File: config.mk
export PLATFORM = sky130hd
export DESIGN_NAME = clock_divider
export DESIGN_NICKNAME = d
export VERILOG_FILES = /design/src/rtl/clock_pkg.sv /design/src/rtl/clock_channel.sv /design/src/rtl/clock_divider.sv
export SDC_FILE = /design/constraint.sdc
export NUM_CORES = 1
export LEC_CHECK = 0
export CAP_MARGIN = 20
export CORE_MARGIN = 5
export CORE_UTILIZATION = 60
export CTS_CLUSTER_DIAMETER = 120
export DETAILED_ROUTE_END_ITERATION = 16
export PLACE_DENSITY = 0.82
export REMOVE_ABC_BUFFERS = 1
export SLEW_MARGIN = 20
export SYNTH_ARGS = -nofsm -noshare
export SYNTH_HDL_FRONTEND = slang
export SYNTH_SLANG_ARGS = --single-unit
File: constraint.sdc
create_clock -name clk -period 6.65 [get_ports clk]
set_clock_uncertainty 0.1 [all_clocks]
set_input_delay 1.6625 -clock clk [delete_from_list [all_inputs] [get_ports clk]]
set_output_delay 1.6625 -clock clk [all_outputs]
set_load 0.02 [all_outputs]
File: src/rtl/clock_pkg.sv
// rtl/clock_pkg.sv - shared defaults, channel config struct and reset high-time helper for the clock divider
package clock_pkg;

    localparam int CNT_W_DEF   = 8;
    localparam int DEF_DIV_DEF = 1;

    typedef struct packed {
        logic [CNT_W_DEF-1:0] div;
        logic [CNT_W_DEF-1:0] high;
    } ch_cfg_t;

    // Reset high time: half the reset period rounded down, never below one cycle.
    function automatic int def_high(input int div);
        int h;
        h = (div + 1) / 2;
        return (h < 1) ? 1 : h;
    endfunction

endpackage

File: src/rtl/clock_channel.sv
// rtl/clock_channel.sv - one divided-clock channel with shadow/active config, counter, clk_out and tick registers
module clock_channel
    import clock_pkg::*;
#(
    parameter int CNT_W   = CNT_W_DEF,
    parameter int DEF_DIV = DEF_DIV_DEF
) (
    input  logic             clk,
    input  logic             rst,
    input  logic             run,
    input  logic             wr,
    input  logic [CNT_W-1:0] wr_div,
    input  logic [CNT_W-1:0] wr_high,
    output logic             clk_out,
    output logic             tick
);

    localparam logic [CNT_W-1:0] RST_DIV  = CNT_W'(DEF_DIV);
    localparam logic [CNT_W-1:0] RST_HIGH = CNT_W'(def_high(DEF_DIV));

    logic [CNT_W-1:0] cnt;
    logic [CNT_W-1:0] div_a;
    logic [CNT_W-1:0] high_a;
    logic [CNT_W-1:0] div_s;
    logic [CNT_W-1:0] high_s;

    logic [CNT_W-1:0] div_s_nxt;
    logic [CNT_W-1:0] high_s_nxt;
    logic [CNT_W-1:0] div_eff;
    logic             wrap;
    logic             out_nxt;

    // A write landing in the same cycle as an idle copy or a wrap is forwarded
    // straight into the active registers, so it governs the very next period.
    always_comb begin
        div_s_nxt  = wr ? wr_div  : div_s;
        high_s_nxt = wr ? wr_high : high_s;
        div_eff    = (div_a == '0) ? CNT_W'(1) : div_a;
        wrap       = (cnt >= div_eff);
        out_nxt    = run && (cnt < high_a);
    end

    always_ff @(posedge clk or posedge rst) begin
        if (rst) begin
            cnt     <= '0;
            div_a   <= RST_DIV;
            high_a  <= RST_HIGH;
            div_s   <= RST_DIV;
            high_s  <= RST_HIGH;
            clk_out <= 1'b0;
            tick    <= 1'b0;
        end else begin
            div_s   <= div_s_nxt;
            high_s  <= high_s_nxt;
            clk_out <= out_nxt;
            tick    <= out_nxt && !clk_out;
            if (!run || wrap) begin
                cnt    <= '0;
                div_a  <= div_s_nxt;
                high_a <= high_s_nxt;
            end else begin
                cnt <= cnt + CNT_W'(1);
            end
        end
    end

endmodule

File: src/rtl/clock_divider.sv
// rtl/clock_divider.sv - multi-channel programmable clock divider with per-channel shadow configuration
module clock_divider
    import clock_pkg::*;
#(
    parameter int NUM_CH  = 4,
    parameter int CNT_W   = CNT_W_DEF,
    parameter int DEF_DIV = DEF_DIV_DEF,
    localparam int CH_W   = (NUM_CH > 1) ? $clog2(NUM_CH) : 1
) (
    input  logic              clk,
    input  logic              rst,
    input  logic              en,
    input  logic [NUM_CH-1:0] ch_en,
    input  logic              load,
    input  logic [CH_W-1:0]   load_ch,
    input  logic [CNT_W-1:0]  load_div,
    input  logic [CNT_W-1:0]  load_high,
    output logic [NUM_CH-1:0] clk_out,
    output logic [NUM_CH-1:0] tick
);

    logic [NUM_CH-1:0] wr;

    for (genvar i = 0; i < NUM_CH; i++) begin : g_ch
        assign wr[i] = load && (load_ch == CH_W'(i));

        clock_channel #(
            .CNT_W   (CNT_W),
            .DEF_DIV (DEF_DIV)
        ) u_ch (
            .clk     (clk),
            .rst     (rst),
            .run     (en && ch_en[i]),
            .wr      (wr[i]),
            .wr_div  (load_div),
            .wr_high (load_high),
            .clk_out (clk_out[i]),
            .tick    (tick[i])
        );
    end

endmodule

==> out/metrics.csv <==
metric,value,unit
outcome,"complete, no violations",
die_h,128,µm
setup_viol,0,
num_vias,5300,
clkSinkCount,168,
initial_utilization,60.7,%
coreArea,13800,µm²
io_pins,34,
share_comb_of_total_power,19.3,%
grt_pass1_wl,29100,µm
vdd_ir_drop_max,0.226,mV
placementRows,43,
avgRoutedWirePerCell,19.2,µm
ys_types,32,
grt_overflow,0,
final_util,67.8,%
stdcell_area,9340,µm²
grt_max_degree,128,
cp_data_required_time,6.86,ns
setup_tns,0,ns
vias_per_cell,5.83,
p_int,2030,µW
avgSynthCellArea,12.2,µm²
htree_levels,4,
syn_inst,684,
die_area,16400,µm²
slew_headroom,43.3,%
rsz0062_at_grt,false,
power_frac_seq,46.2,%
critPathCaptureType,flip-flop,
post_route_cells_drive_above_1_share,22.1,%
cts-resized-gates,0,
netlist_area,8360,µm²
gp_routability_congestion,0.826,
tightest_slew,0.851,ns
drtIter0Drc,360,
fin_crit,3.80,ns
drv_cap,0,
port_buffers,33,
drc_errors,0,
switching_share,27.2,%
clk_latency,0.43,ns
dpl_cell_area,8760,µm²
timing.fmax,263,MHz
n_antenna_cell,0,
p_leak,0.00454,µW
critPathKind,in -> reg,
worst_setup_path_start_kind,input port,
post-dp-hpwl,12000,µm
root_buffer,clkbuf_16,
finalNetCount,806,
nFillCells,947,
slew_viol_final,0,
antenna_found_initial,0,
yosysSeqAreaShare,50.5,%
cellPowerDensity,299,nW/µm²
period_share,57.1,%
cts_buffer_depth,2,
drt_pass1_iterations,5,
cts_tree,yes,
ys_ff_latch,168,
routed_wl,17500,µm
postRouteAntennaNets,0,
grt_pass1_vias,5804,
cp_data_arrival_time,4.00,ns
p_total,2790,µW
switching_power,759,µW
post_cts_buffers,0,
track_usage,22.6,%
holdBufCountCts,0,
die_w,128,µm
path_max_fanout,17,
cts_buffers,17,
hp-class,reg -> reg,
clk_pin_slew,0.06,ns
yosys_warnings,0,
hold_violations,0,
clkPwrFrac,34.5,%
syn_to_final_growth,11.8,%
==> state kept, by name, indices dropped and copies added, names as in the netlist <==
signal             cells
g_ch.u_ch.cnt         32
g_ch.u_ch.div_a       32
g_ch.u_ch.div_s       32
g_ch.u_ch.high_a      32
g_ch.u_ch.high_s      32
g_ch.u_ch.clk_out      4
g_ch.u_ch.tick         4
==> through the flow <==
step	setup WS (ns)	hold WS [ns]	instances
2_1_floorplan	0.367	0.349	659
4_1_cts	2.90	0.329	909
3_5_place_dp	2.47	0.313	877
3_3_place_gp	2.59	0.309	877
6_report	2.85	0.325	909
5_1_grt	2.72	0.357	909
==> Yosys cell counts <==
cell         n  area share, %
a2111oi_2    4           0.72
a2111oi_4    4            1.3
a211oi_1    12            1.1
a21o_1       4           0.36
a21oi_1      4           0.24
a41o_1       4           0.48
and2_1       8           0.60
and3_1       8           0.60
buf_1        1          0.045
buf_2        2           0.12
buf_4       10           0.90
buf_6        8            1.1
clkbuf_1     4           0.18
dfrtp_1    152             45
dfstp_2     16            5.0
ha_1        64            9.6
inv_1       65            2.9
mux2_2      48            6.5
mux2_4      48            8.6
nand2_1     61            2.7
nand2b_1     9           0.67
nand3_1     25            1.5
nand3b_1     1          0.090
nor2_1      36            1.6
nor2_2       2           0.15
nor4_1       4           0.30
o211ai_1     8           0.72
o21a_1       8           0.72
o21ai_0     36            2.2
o31ai_4      4            1.0
xnor2_1      4           0.42
xor2_1      20            2.1
==> cells by family after synthesis <==
| group | Yosys count | synth area share (%) |
|---|---|---|
| AND/OR/NAND/NOR | 154 | 8.26 |
| buffers and inverters | 90 | 5.24 |
| XOR/XNOR | 24 | 2.51 |
| multiplexers | 96 | 15.1 |
| adder cells (fa/ha/maj) | 64 | 9.58 |
| AO/OA/AOI/OAI | 88 | 8.80 |
| flip-flops | 168 | 50.5 |
==> power groups by stage <==
stage / clock network, µW / registers, µW / logic, µW
floorplan: 0 / 1280 / 390
global placement: 0 / 1300 / 492
detailed placement: 0 / 1300 / 531
CTS: 975 / 1290 / 543
global route: 1020 / 1310 / 594
finish: 964 / 1290 / 539
==> path summary, 6_finish.rpt <==
kind / from / cells past startpoint / endpoint / slack [ns]
max reg2reg: g_ch[0].u_ch.div_a[5] / 8 / g_ch[0].u_ch.div_a[1] / 3.84
max in group asynchronous: rst / 3 / g_ch[1].u_ch.div_s[0] / 3.65
min in group asynchronous: rst / 2 / g_ch[2].u_ch.cnt[0] / 1.71
min: g_ch[2].u_ch.clk_out / 1 / g_ch[2].u_ch.tick / 0.32
min reg2reg: g_ch[2].u_ch.clk_out / 1 / g_ch[2].u_ch.tick / 0.32
max: load_ch[0] / 5 / g_ch[1].u_ch.high_a[3] / 2.85
==> placed cells by master (no fill, tap or decap) <==
cell type and count:
dfrtp_1 152, inv_1 64, ha_1 64, nand2_1 61
mux2_2 48, mux2_4 48, nor2_1 36, o21ai_0 36
clkdlybuf4s50_1 33, nand3_1 25, xor2_1 20, clkbuf_16 17
dfstp_2 16, a211oi_1 12, nand2b_1 9, o21a_1 8
and2_1 8, and3_1 8, o211ai_1 8, clkinv_4 5
buf_4 5, a2111oi_2 4, a21o_1 4, a2111oi_4 4
o31ai_4 4, nor4_1 4, a41o_1 4, xnor2_1 4
a21oi_1 4, clkbuf_1 3, clkinv_2 3, nor2_2 2
bufinv_16 2, nand3b_1 1, inv_8 1, clkbuf_8 1
clkinvlp_4 1
==> routing by layer <==
| metal | up-vias | track usage, % | part of all wire, % |
|---|---|---|---|
| met2 | 145 | 37.8 | 51 |
| met5 | - | 0 | 0 |
| li1 | 2396 | - | - |
| met1 | 2718 | 28.3 | 41 |
| met3 | 41 | 6.04 | 5.1 |
| met4 | 0 | 8.55 | 2.7 |
==> critical path: stages <==
cell             delay (ns)
clkdlybuf4s50_1        0.54
nand2_1                0.33
nor2_2                 0.76
mux2_2                 0.43
mux2_2                 0.27
==> area by class of cell <==
type	instances	area (µm²)	share of cell area [%]
clock buffers	21	450	4.82
clock inverters	11	126	1.35
inverters	65	251	2.69
multi-input cells	426	3700	39.6
flip-flops and latches	168	4220	45.2
well taps	180	225	2.41
repair buffers	38	368	3.94
(Power assumes the default switching activity.)
